**src/rtl/meas_pkg.sv**
```systemverilog
// Shared types and defaults for the measurement sampler: FSM state encoding,
// default widths and the threshold slice taken from the random word.
package meas_pkg;

   localparam int DEF_INDEX_WIDTH = 4;
   localparam int DEF_PROB_WIDTH  = 16;
   localparam int DEF_RAND_WIDTH  = 32;

   typedef enum logic [1:0] {
      IDLE = 2'd0,
      SCAN = 2'd1,
      DONE = 2'd2
   } meas_state_t;

   // Top prob_w bits of a rand_w-bit word, right-aligned; caller truncates.
   function automatic logic [63:0] thr_slice(input logic [63:0] rnd,
                                             input int rand_w,
                                             input int prob_w);
      return rnd >> (rand_w - prob_w);
   endfunction

endpackage

```
**src/rtl/measurement_accumulator.sv**
```systemverilog
// Cumulative-probability scan: holds threshold and running sum, flags the first index whose sum exceeds it.
// Latency: one cycle from read data to registered hit/exhausted; no backpressure, data consumed when dat_vld.
module measurement_accumulator
   import meas_pkg::*;
#(
   parameter int INDEX_WIDTH = DEF_INDEX_WIDTH,
   parameter int PROB_WIDTH  = DEF_PROB_WIDTH
) (
   input  logic                   clk,
   input  logic                   rst,
   input  logic                   clear,
   input  logic [PROB_WIDTH-1:0]  thr_in,
   input  logic                   dat_vld,
   input  logic [INDEX_WIDTH-1:0] dat_idx,
   input  logic [PROB_WIDTH-1:0]  dat,
   output logic                   hit,
   output logic                   exhausted,
   output logic [INDEX_WIDTH-1:0] index_of_hit
`ifdef MEAS_PROB_OUT_EN
   ,
   output logic [PROB_WIDTH-1:0]  prob_of_hit
`endif
);

   localparam logic [INDEX_WIDTH-1:0] LAST_IDX = '1;

   logic [PROB_WIDTH:0]   acc;
   logic [PROB_WIDTH:0]   acc_next;
   logic [PROB_WIDTH-1:0] thr;
   logic                  over_thr;

   // acc stays <= thr until the hit, so one extra bit holds the sum without wrap.
   assign acc_next = acc + {1'b0, dat};
   assign over_thr = acc_next > {1'b0, thr};

   always_ff @(posedge clk) begin
      if (rst) begin
         acc          <= '0;
         thr          <= '0;
         hit          <= 1'b0;
         exhausted    <= 1'b0;
         index_of_hit <= '0;
`ifdef MEAS_PROB_OUT_EN
         prob_of_hit  <= '0;
`endif
      end else if (clear) begin
         acc          <= '0;
         thr          <= thr_in;
         hit          <= 1'b0;
         exhausted    <= 1'b0;
         index_of_hit <= '0;
      end else if (dat_vld && !hit && !exhausted) begin
         acc <= acc_next;
         if (over_thr) begin
            hit          <= 1'b1;
            index_of_hit <= dat_idx;
`ifdef MEAS_PROB_OUT_EN
            prob_of_hit  <= dat;
`endif
         end else if (dat_idx == LAST_IDX) begin
            exhausted    <= 1'b1;
            index_of_hit <= LAST_IDX;
`ifdef MEAS_PROB_OUT_EN
            prob_of_hit  <= dat;
`endif
         end
      end
   end

endmodule

```
**src/rtl/measurement_sampler.sv**
```systemverilog
// Simulated projective measurement: random threshold vs. cumulative probability scan; result index k valid 3+k cycles after start.
// Result held in DONE until result_ready; start ignored outside IDLE. MEAS_PROB_OUT_EN adds result_prob.
module measurement_sampler
   import meas_pkg::*;
#(
   parameter int INDEX_WIDTH = DEF_INDEX_WIDTH,
   parameter int PROB_WIDTH  = DEF_PROB_WIDTH,
   parameter int RAND_WIDTH  = DEF_RAND_WIDTH
) (
   input  logic                   clk,
   input  logic                   rst,
   input  logic [RAND_WIDTH-1:0]  random_num,
   input  logic                   start,
   output logic                   busy,
   output logic                   prob_re,
   output logic [INDEX_WIDTH-1:0] prob_addr,
   input  logic [PROB_WIDTH-1:0]  prob_rdata,
   output logic                   result_valid,
   input  logic                   result_ready,
   output logic [INDEX_WIDTH-1:0] result_index,
   output logic                   result_sat
`ifdef MEAS_PROB_OUT_EN
   ,
   output logic [PROB_WIDTH-1:0]  result_prob
`endif
);

   localparam logic [INDEX_WIDTH-1:0] LAST_IDX = '1;

   meas_state_t            state;
   logic                   rd_vld;
   logic [INDEX_WIDTH-1:0] rd_idx;
   logic                   acc_clear;
   logic [PROB_WIDTH-1:0]  thr_new;
   logic                   acc_hit;
   logic                   acc_exh;
   logic [INDEX_WIDTH-1:0] acc_idx;
`ifdef MEAS_PROB_OUT_EN
   logic [PROB_WIDTH-1:0]  acc_prob;
`endif

   assign acc_clear = (state == IDLE) && start;
   assign thr_new   = PROB_WIDTH'(thr_slice(64'(random_num), RAND_WIDTH, PROB_WIDTH));

   // Read data is only meaningful while scanning; late returns after a hit are dropped.
   measurement_accumulator #(
      .INDEX_WIDTH (INDEX_WIDTH),
      .PROB_WIDTH  (PROB_WIDTH)
   ) u_acc (
      .clk          (clk),
      .rst          (rst),
      .clear        (acc_clear),
      .thr_in       (thr_new),
      .dat_vld      (rd_vld && (state == SCAN)),
      .dat_idx      (rd_idx),
      .dat          (prob_rdata),
      .hit          (acc_hit),
      .exhausted    (acc_exh),
      .index_of_hit (acc_idx)
`ifdef MEAS_PROB_OUT_EN
      ,
      .prob_of_hit  (acc_prob)
`endif
   );

   always_ff @(posedge clk) begin
      if (rst) begin
         state        <= IDLE;
         busy         <= 1'b0;
         prob_re      <= 1'b0;
         prob_addr    <= '0;
         result_valid <= 1'b0;
         result_index <= '0;
         result_sat   <= 1'b0;
         rd_vld       <= 1'b0;
         rd_idx       <= '0;
`ifdef MEAS_PROB_OUT_EN
         result_prob  <= '0;
`endif
      end else begin
         rd_vld <= prob_re;
         rd_idx <= prob_addr;
         case (state)
            IDLE: begin
               if (start) begin
                  state     <= SCAN;
                  busy      <= 1'b1;
                  prob_re   <= 1'b1;
                  prob_addr <= '0;
               end
            end
            SCAN: begin
               if (acc_hit || acc_exh) begin
                  state        <= DONE;
                  prob_re      <= 1'b0;
                  result_valid <= 1'b1;
                  result_index <= acc_idx;
                  result_sat   <= acc_exh;
`ifdef MEAS_PROB_OUT_EN
                  result_prob  <= acc_prob;
`endif
               end else if (prob_re) begin
                  if (prob_addr == LAST_IDX) begin
                     prob_re <= 1'b0;
                  end else begin
                     prob_addr <= prob_addr + 1'b1;
                  end
               end
            end
            DONE: begin
               if (result_ready) begin
                  state        <= IDLE;
                  busy         <= 1'b0;
                  result_valid <= 1'b0;
                  result_sat   <= 1'b0;
               end
            end
            default: begin
               state <= IDLE;
               busy  <= 1'b0;
            end
         endcase
      end
   end

endmodule

```
**config.mk**
```make
export PLATFORM = sky130hd
export DESIGN_NAME = measurement_sampler
export DESIGN_NICKNAME = d
export VERILOG_FILES = /design/src/rtl/meas_pkg.sv /design/src/rtl/measurement_accumulator.sv /design/src/rtl/measurement_sampler.sv
export SDC_FILE = /design/constraint.sdc
export NUM_CORES = 1
export LEC_CHECK = 0
export BUFFER_PORTS_ARGS = -buffer_cell sky130_fd_sc_hd__buf_4
export CORE_MARGIN = 2
export CORE_UTILIZATION = 49
export CTS_CLUSTER_DIAMETER = 100
export CTS_CLUSTER_SIZE = 20
export DETAILED_ROUTE_END_ITERATION = 6
export PLACE_DENSITY = 0.72
export RECOVER_POWER = 100
export SLEW_MARGIN = 20
export SYNTH_ARGS = -nofsm -noshare
export SYNTH_HDL_FRONTEND = slang
export SYNTH_SLANG_ARGS = --single-unit
```
**constraint.sdc**
```tcl
create_clock -name clk -period 8.67 [get_ports clk]
set_input_delay 0.867 -clock clk [delete_from_list [all_inputs] [get_ports clk]]
set_output_delay 0.867 -clock clk [all_outputs]
set_load 0.005 [all_outputs]
```
# ---- Yosys cells after proc, flatten, opt, wreduce, memory -nomap -nowiden
# Index checks and enable logic that the tools add are counted.
dict set report word_totals {
  reg_bits 58
  in_bits 52
  out_inout_bits 12
  word_cells 72
}
dict set report op_classes {
  add_sub_neg 2
  magnitude_cmp 1
  eq_ne 10
  n_mux 22
  n_bitwise 2
  reduce_logical 21
}
# cell count
set op_table {}
lappend op_table {{$mux W4} 6}
lappend op_table {{$add A17 B16 Y17} 1}
lappend op_table {{$gt A17 B16 Y1} 1}
lappend op_table {{$reduce_and A3 Y1} 4}
lappend op_table {{$ne A2 B2 Y1 const B} 5}
lappend op_table {{$eq A4 B4 Y1 const B} 2}
lappend op_table {{$pmux W4 S2} 1}
lappend op_table {{$reduce_and A2 Y1} 4}
lappend op_table {{$mux W1} 7}
lappend op_table {{$mux W2} 3}
lappend op_table {{$pmux W1 S2} 3}
lappend op_table {{$pmux W2 S3} 1}
lappend op_table {{$reduce_bool A2 Y1} 3}
lappend op_table {{$reduce_and A5 Y1} 1}
lappend op_table {{$add A4 B1 Y4 const B} 1}
lappend op_table {{$logic_and A1 B1 Y1} 4}
lappend op_table {{$pmux W1 S3} 1}
lappend op_table {{$eq A2 B1 Y1 const B} 1}
lappend op_table {{$eq A2 B2 Y1 const B} 1}
lappend op_table {{$logic_not A1 Y1} 2}
lappend op_table {{$logic_not A2 Y1} 1}
lappend op_table {{$ne A2 B1 Y1 const B} 1}
lappend op_table {{$not A1 Y1} 2}
lappend op_table {{$reduce_or A2 Y1} 1}
lappend op_table {{$logic_or A1 B1 Y1} 1}

# ---- Longest topological paths before layout
dict set report logic_depth {
  depth_word 5
  ltp_mapped 16
  mapped_depth_nobuf 16
}

# ---- By module
# A second synthesis with hierarchy kept.
dict set report hier_totals {
  cells_unflattened 427
  area_unflattened_um2 3604.7
}
# module instances cells_each area_each_um2 seq_area_each_um2
set modules_own_cells {}
lappend modules_own_cells {measurement_accumulator 1 332 2750.1 780.7}
lappend modules_own_cells {measurement_sampler 1 95 854.6 380.4}

# ---- Worst setup path before layout
# No wires, ideal clock.
dict set report synth_timing {
  path_kind {input -> register}
  startpoint {in prob_rdata[4]}
  endpoint {reg u_acc.index_of_hit[0]}
  setup_time_ns 0.119
  arrival_ns 4.206
  required_ns 8.551
  path_slack_ns 4.345
  cell_stages 15
  n_path_buf 0
  path_cell_list {ha_1 -> and3_1 -> a221o_1 -> o41ai_1 -> nor3b_1 -> o31a_2 -> xnor2_1 -> ha_1 -> nand3_1 -> nor3_1 -> a221o_1 -> a311oi_1 -> a31oi_1 -> o31a_1 -> o221a_1}
}
dict set report synth_via {
  elab_chain_len 4
  word_cells_on_any_way 5
  cone_classes {1 x add/sub; 1 x order compare; 1 x mux; 2 x reduce/logical}
}
# item line
set synth_rtl {}
lappend synth_rtl {{from (decl)} measurement_sampler.sv:17} ;# input logic [PROB_WIDTH-1:0] prob_rdata,
lappend synth_rtl {{$add A17 B16 Y17 (*)} measurement_accumulator.sv:33} ;# assign acc_next = acc + {1'b0, dat};
lappend synth_rtl {{named net u_acc.acc_next[13]} measurement_accumulator.sv:28} ;# logic [PROB_WIDTH:0] acc_next;
lappend synth_rtl {{$gt A17 B16 Y1 (*)} measurement_accumulator.sv:34} ;# assign over_thr = acc_next > {1'b0, thr};
lappend synth_rtl {{$reduce_bool A2 Y1 (no line)} -}
lappend synth_rtl {{$reduce_and A2 Y1 (no line)} -}
lappend synth_rtl {{to (signal assigned)} measurement_accumulator.sv:56} ;# index_of_hit <= dat_idx;
lappend synth_rtl {{to (decl)} measurement_accumulator.sv:18} ;# output logic [INDEX_WIDTH-1:0] index_of_hit
# The timed path passes the listed nets; every way through them passes the cells marked *.
# A chain may end at the register's enable or synchronous reset.

# ---- Worst setup path after layout
dict set report layout_timing {
  startpoint {in prob_rdata[4]}
  endpoint {reg u_acc.index_of_hit[3]}
}
# The elaborated chain is that of the path after synthesis.

==> results_dict.tcl <==
set metrics [dict create \
    outcome "completed" \
    cts_made_buffers 9 \
    coreArea_um2 6350 \
    n_fill_cell 571 \
    dr.pass1.iters 4 \
    finalSetupTns_ps 0 \
    synth-async-reset-ratio_pct 0 \
    portBuffers 47 \
    max_stage_delay_ps 630 \
    area_growth_pct 18.4 \
    vias 2783 \
    critical_path_class "in2reg" \
    min_period_over_period_pct 54.9 \
    min_period_ps 4760 \
    synth_edf_count 0 \
    whs_path_depth 2 \
    gp_congestion 0.886 \
    cts_tree "yes" \
    dieArea_um2 7210 \
    die-width_um 84.9 \
    worst_ep_required_time_ps 8900 \
    cts.clk_slew.worst_paths_ps 70 \
    antenna_found_initial 0 \
    crit_fanout 6 \
    crit_slowest_cell "o41ai_1" \
    rr_worst_depth 15 \
    final_design_area_no_fill_um2 3800 \
    overflow 0 \
    reg2reg_slack_ps 4240 \
    nets 519 \
    grt_pass1_vias 2606 \
    setup_violations 0 \
    p_leak_nw 1.62 \
    critPathBufInv 1 \
    cts_sinks 58 \
    grt_pass1_wl_mm 11.7 \
    power.density_nw_per_um2 163 \
    worst_clock_skew_ps 9.73 \
    ios 64 \
    slew_headroom_pct 4.16 \
    cts_buffer_depth 2 \
    grt_max_degree 35 \
    hp-start "busy" \
    die_h_um 84.9 \
    critPathTopFamily "compound AO/OA/AOI/OAI gates" \
    ys.flop_type "dfxtp_1" \
    synth_cells 388 \
    drc 0 \
    synth_top_cell_by_area "dfxtp_1" \
    ys_types 42 \
    cap_violations 0 \
    wl_per_cell_um 13.6 \
    drt-vias-per-instance 5.41 \
    route.met2.wl_mm 3.20 \
    startpoint_type "input port" \
    hold_buffers 0 \
    fmax_ghz 0.210 \
    synth_top_area_share_pct 36.2 \
    cts_setup_buffers 0 \
    finalHoldViolations 0 \
    wl_met3_um 354 \
    place_hpwl_mm 5.26 \
    path_depth 16 \
    yosysSeqAreaShare_pct 36.2 \
    drv_slew 0 \
    top_layer "met4" \
    crit_chain "clkbuf_4, ha_1, and3_1, a221o_1, o41ai_1, nor3b_1, o31a_2, xnor2_1, ha_1, nand3_1, nor3_1, a221o_1, a311oi_1, a31oi_1, o21ai_0, o221a_1" \
    tightest_slew_ps 1440 \
    r2r-start "u_acc.acc[4]" \
    hold_class "reg2reg" \
    worstSetupStartpoint "prob_rdata[4]" \
    cts-htree-levels 3 \
    drt-met1-wl_mm 3.32 \
    post_cts_resized 0 \
    routed_wl_mm 6.99 \
    synth.area.top_cells "dfxtp_1, ha_1, nand2_1" \
    cp.arrival_ps 4990 \
    root_buffer "clkbuf_8" \
    drive_gt1_share_pct 15.3 \
    rsz0062_at_grt "false" \
    antenna_left 0 \
    syn_nets 474 \
    endpoint_kind "flip-flop" \
    initial_core_util_pct 50.5 \
    clk_latency_ps 340 \
    drtIter0Drc 109 \
    ys_ff_latch 58 \
    yosysWarnings 0 \
    placed_cell_area_um2 3610 \
    rows 29 \
    grt_usage_pct 20.4 \
    syn_avg_cell_area_um2 8.27 \
    peakVddDrop_v 0.000129 \
    syn-cell-area_um2 3210 \
    n_antenna_cell 0 \
]
[cells in the mapped netlist (all sizes together), types with 5 or more instances]
cell,number
nor2,22
xnor2,9
nand2,69
nor2b,7
a21oi,48
nor3,5
nand2b,6
ha,33
inv,19
nand3,11
dfxtp,58
clkbuf,12
and3,7
o21ai,12
xor2,9
a21o,9
[state kept, by name, summed over array words and instances (netlist names)]
| signal | count |
|---|---|
| busy | 1 |
| prob_addr | 4 |
| prob_re | 1 |
| rd_idx | 4 |
| rd_vld | 1 |
| result_index | 4 |
| result_sat | 1 |
| result_valid | 1 |
| state | 2 |
| u_acc.acc | 17 |
| u_acc.exhausted | 1 |
| u_acc.hit | 1 |
| u_acc.index_of_hit | 4 |
| u_acc.thr | 16 |
[tightest hold or removal path, cell delays in order, from the launching register on]
cell	delay [ps]
dfxtp_1	310
nand2_1	50
a21oi_1	50
[path summary, 6_finish.rpt]
path	to
worst min-delay path	busy
worst max-delay path	u_acc.index_of_hit[3]
worst min register to register	busy
worst max register to register	u_acc.index_of_hit[3]
[metrics by stage]
| step | util (%) | cells | setup WS, ps | power (mW) | hold slack, ps |
|---|---|---|---|---|---|
| 6_report | 59.8 | 514 | 3910 | 0.618 | 454 |
| 2_1_floorplan | - | 388 | 4350 | 0.344 | 430 |
| 5_1_grt | 59.8 | 514 | 3670 | 0.647 | 482 |
| 3_3_place_gp | 56.8 | 499 | 3810 | 0.372 | 444 |
| 3_5_place_dp | 56.8 | 499 | 3720 | 0.375 | 450 |
| 4_1_cts | 59.9 | 514 | 4040 | 0.623 | 460 |
[routing by layer]
layer / vias up / GRT usage, %
li1: 1456 / -
met1: 1254 / 26.5
met2: 61 / 31.9
met3: 12 / 4.38
met4: 0 / 10.5
met5: - / 0
[layout by cell type (no fill, tap or decap), types with 2 or more instances in the layout]
cell        Yosys  routed
a211oi_1        4       4
a21o_1          9       9
a21oi_1        48      48
a221o_1         2       2
a22o_1          3       3
a311oi_1        3       3
a31o_2          2       2
a31oi_1         2       2
and3_1          7       7
and4_1          2       2
buf_4           0      33
clkbuf_4        0      14
clkbuf_8        0      10
clkinv_2        0       2
clkinvlp_4      0       2
dfxtp_1        58      58
ha_1           33      33
inv_1          19      19
mux2i_1         4       4
nand2_1        69      69
nand2b_1        6       6
nand3_1        11      11
nand4_1         2       2
nor2_1         22      22
nor2b_1         7       7
nor3_1          5       5
nor3b_1         2       2
o211ai_1        3       3
o21a_1          3       3
o21ai_0         9      11
o21bai_1        3       3
o221a_1         4       4
or4_1           2       2
xnor2_1         9       9
xor2_1          9       9
[logic make-up after synthesis]
logic type                 after synthesis  synth area share, %
and+or+nand+nor                        138                 19.5
AOI/OAI and AO/OA                      103                 20.7
DFF                                     58                 36.2
adders and majority gates               34                 13.5
buffers and inverters                   33                 3.94
xor gates and xnor gates                18                 4.91
muxes                                    4                 1.25
[layout make-up]
cell class	count	area [µm²]	area share, %
clock inverters	5	55.1	1.45
well taps	77	96.3	2.54
multi-input cells	297	1920	50.6
flip-flops and latches	58	1160	30.6
repair buffers	48	357	9.39
inverters	19	71.3	1.88
clock buffers	10	138	3.62
[power by group]
group          switching (mW)  internal (mW)  leakage [nW]
combinational          0.0482         0.0400          1.06
clock                   0.111          0.138        0.0941
sequential            0.00577          0.275         0.471
No activity file was read; power rests on OpenSTA's default activity.
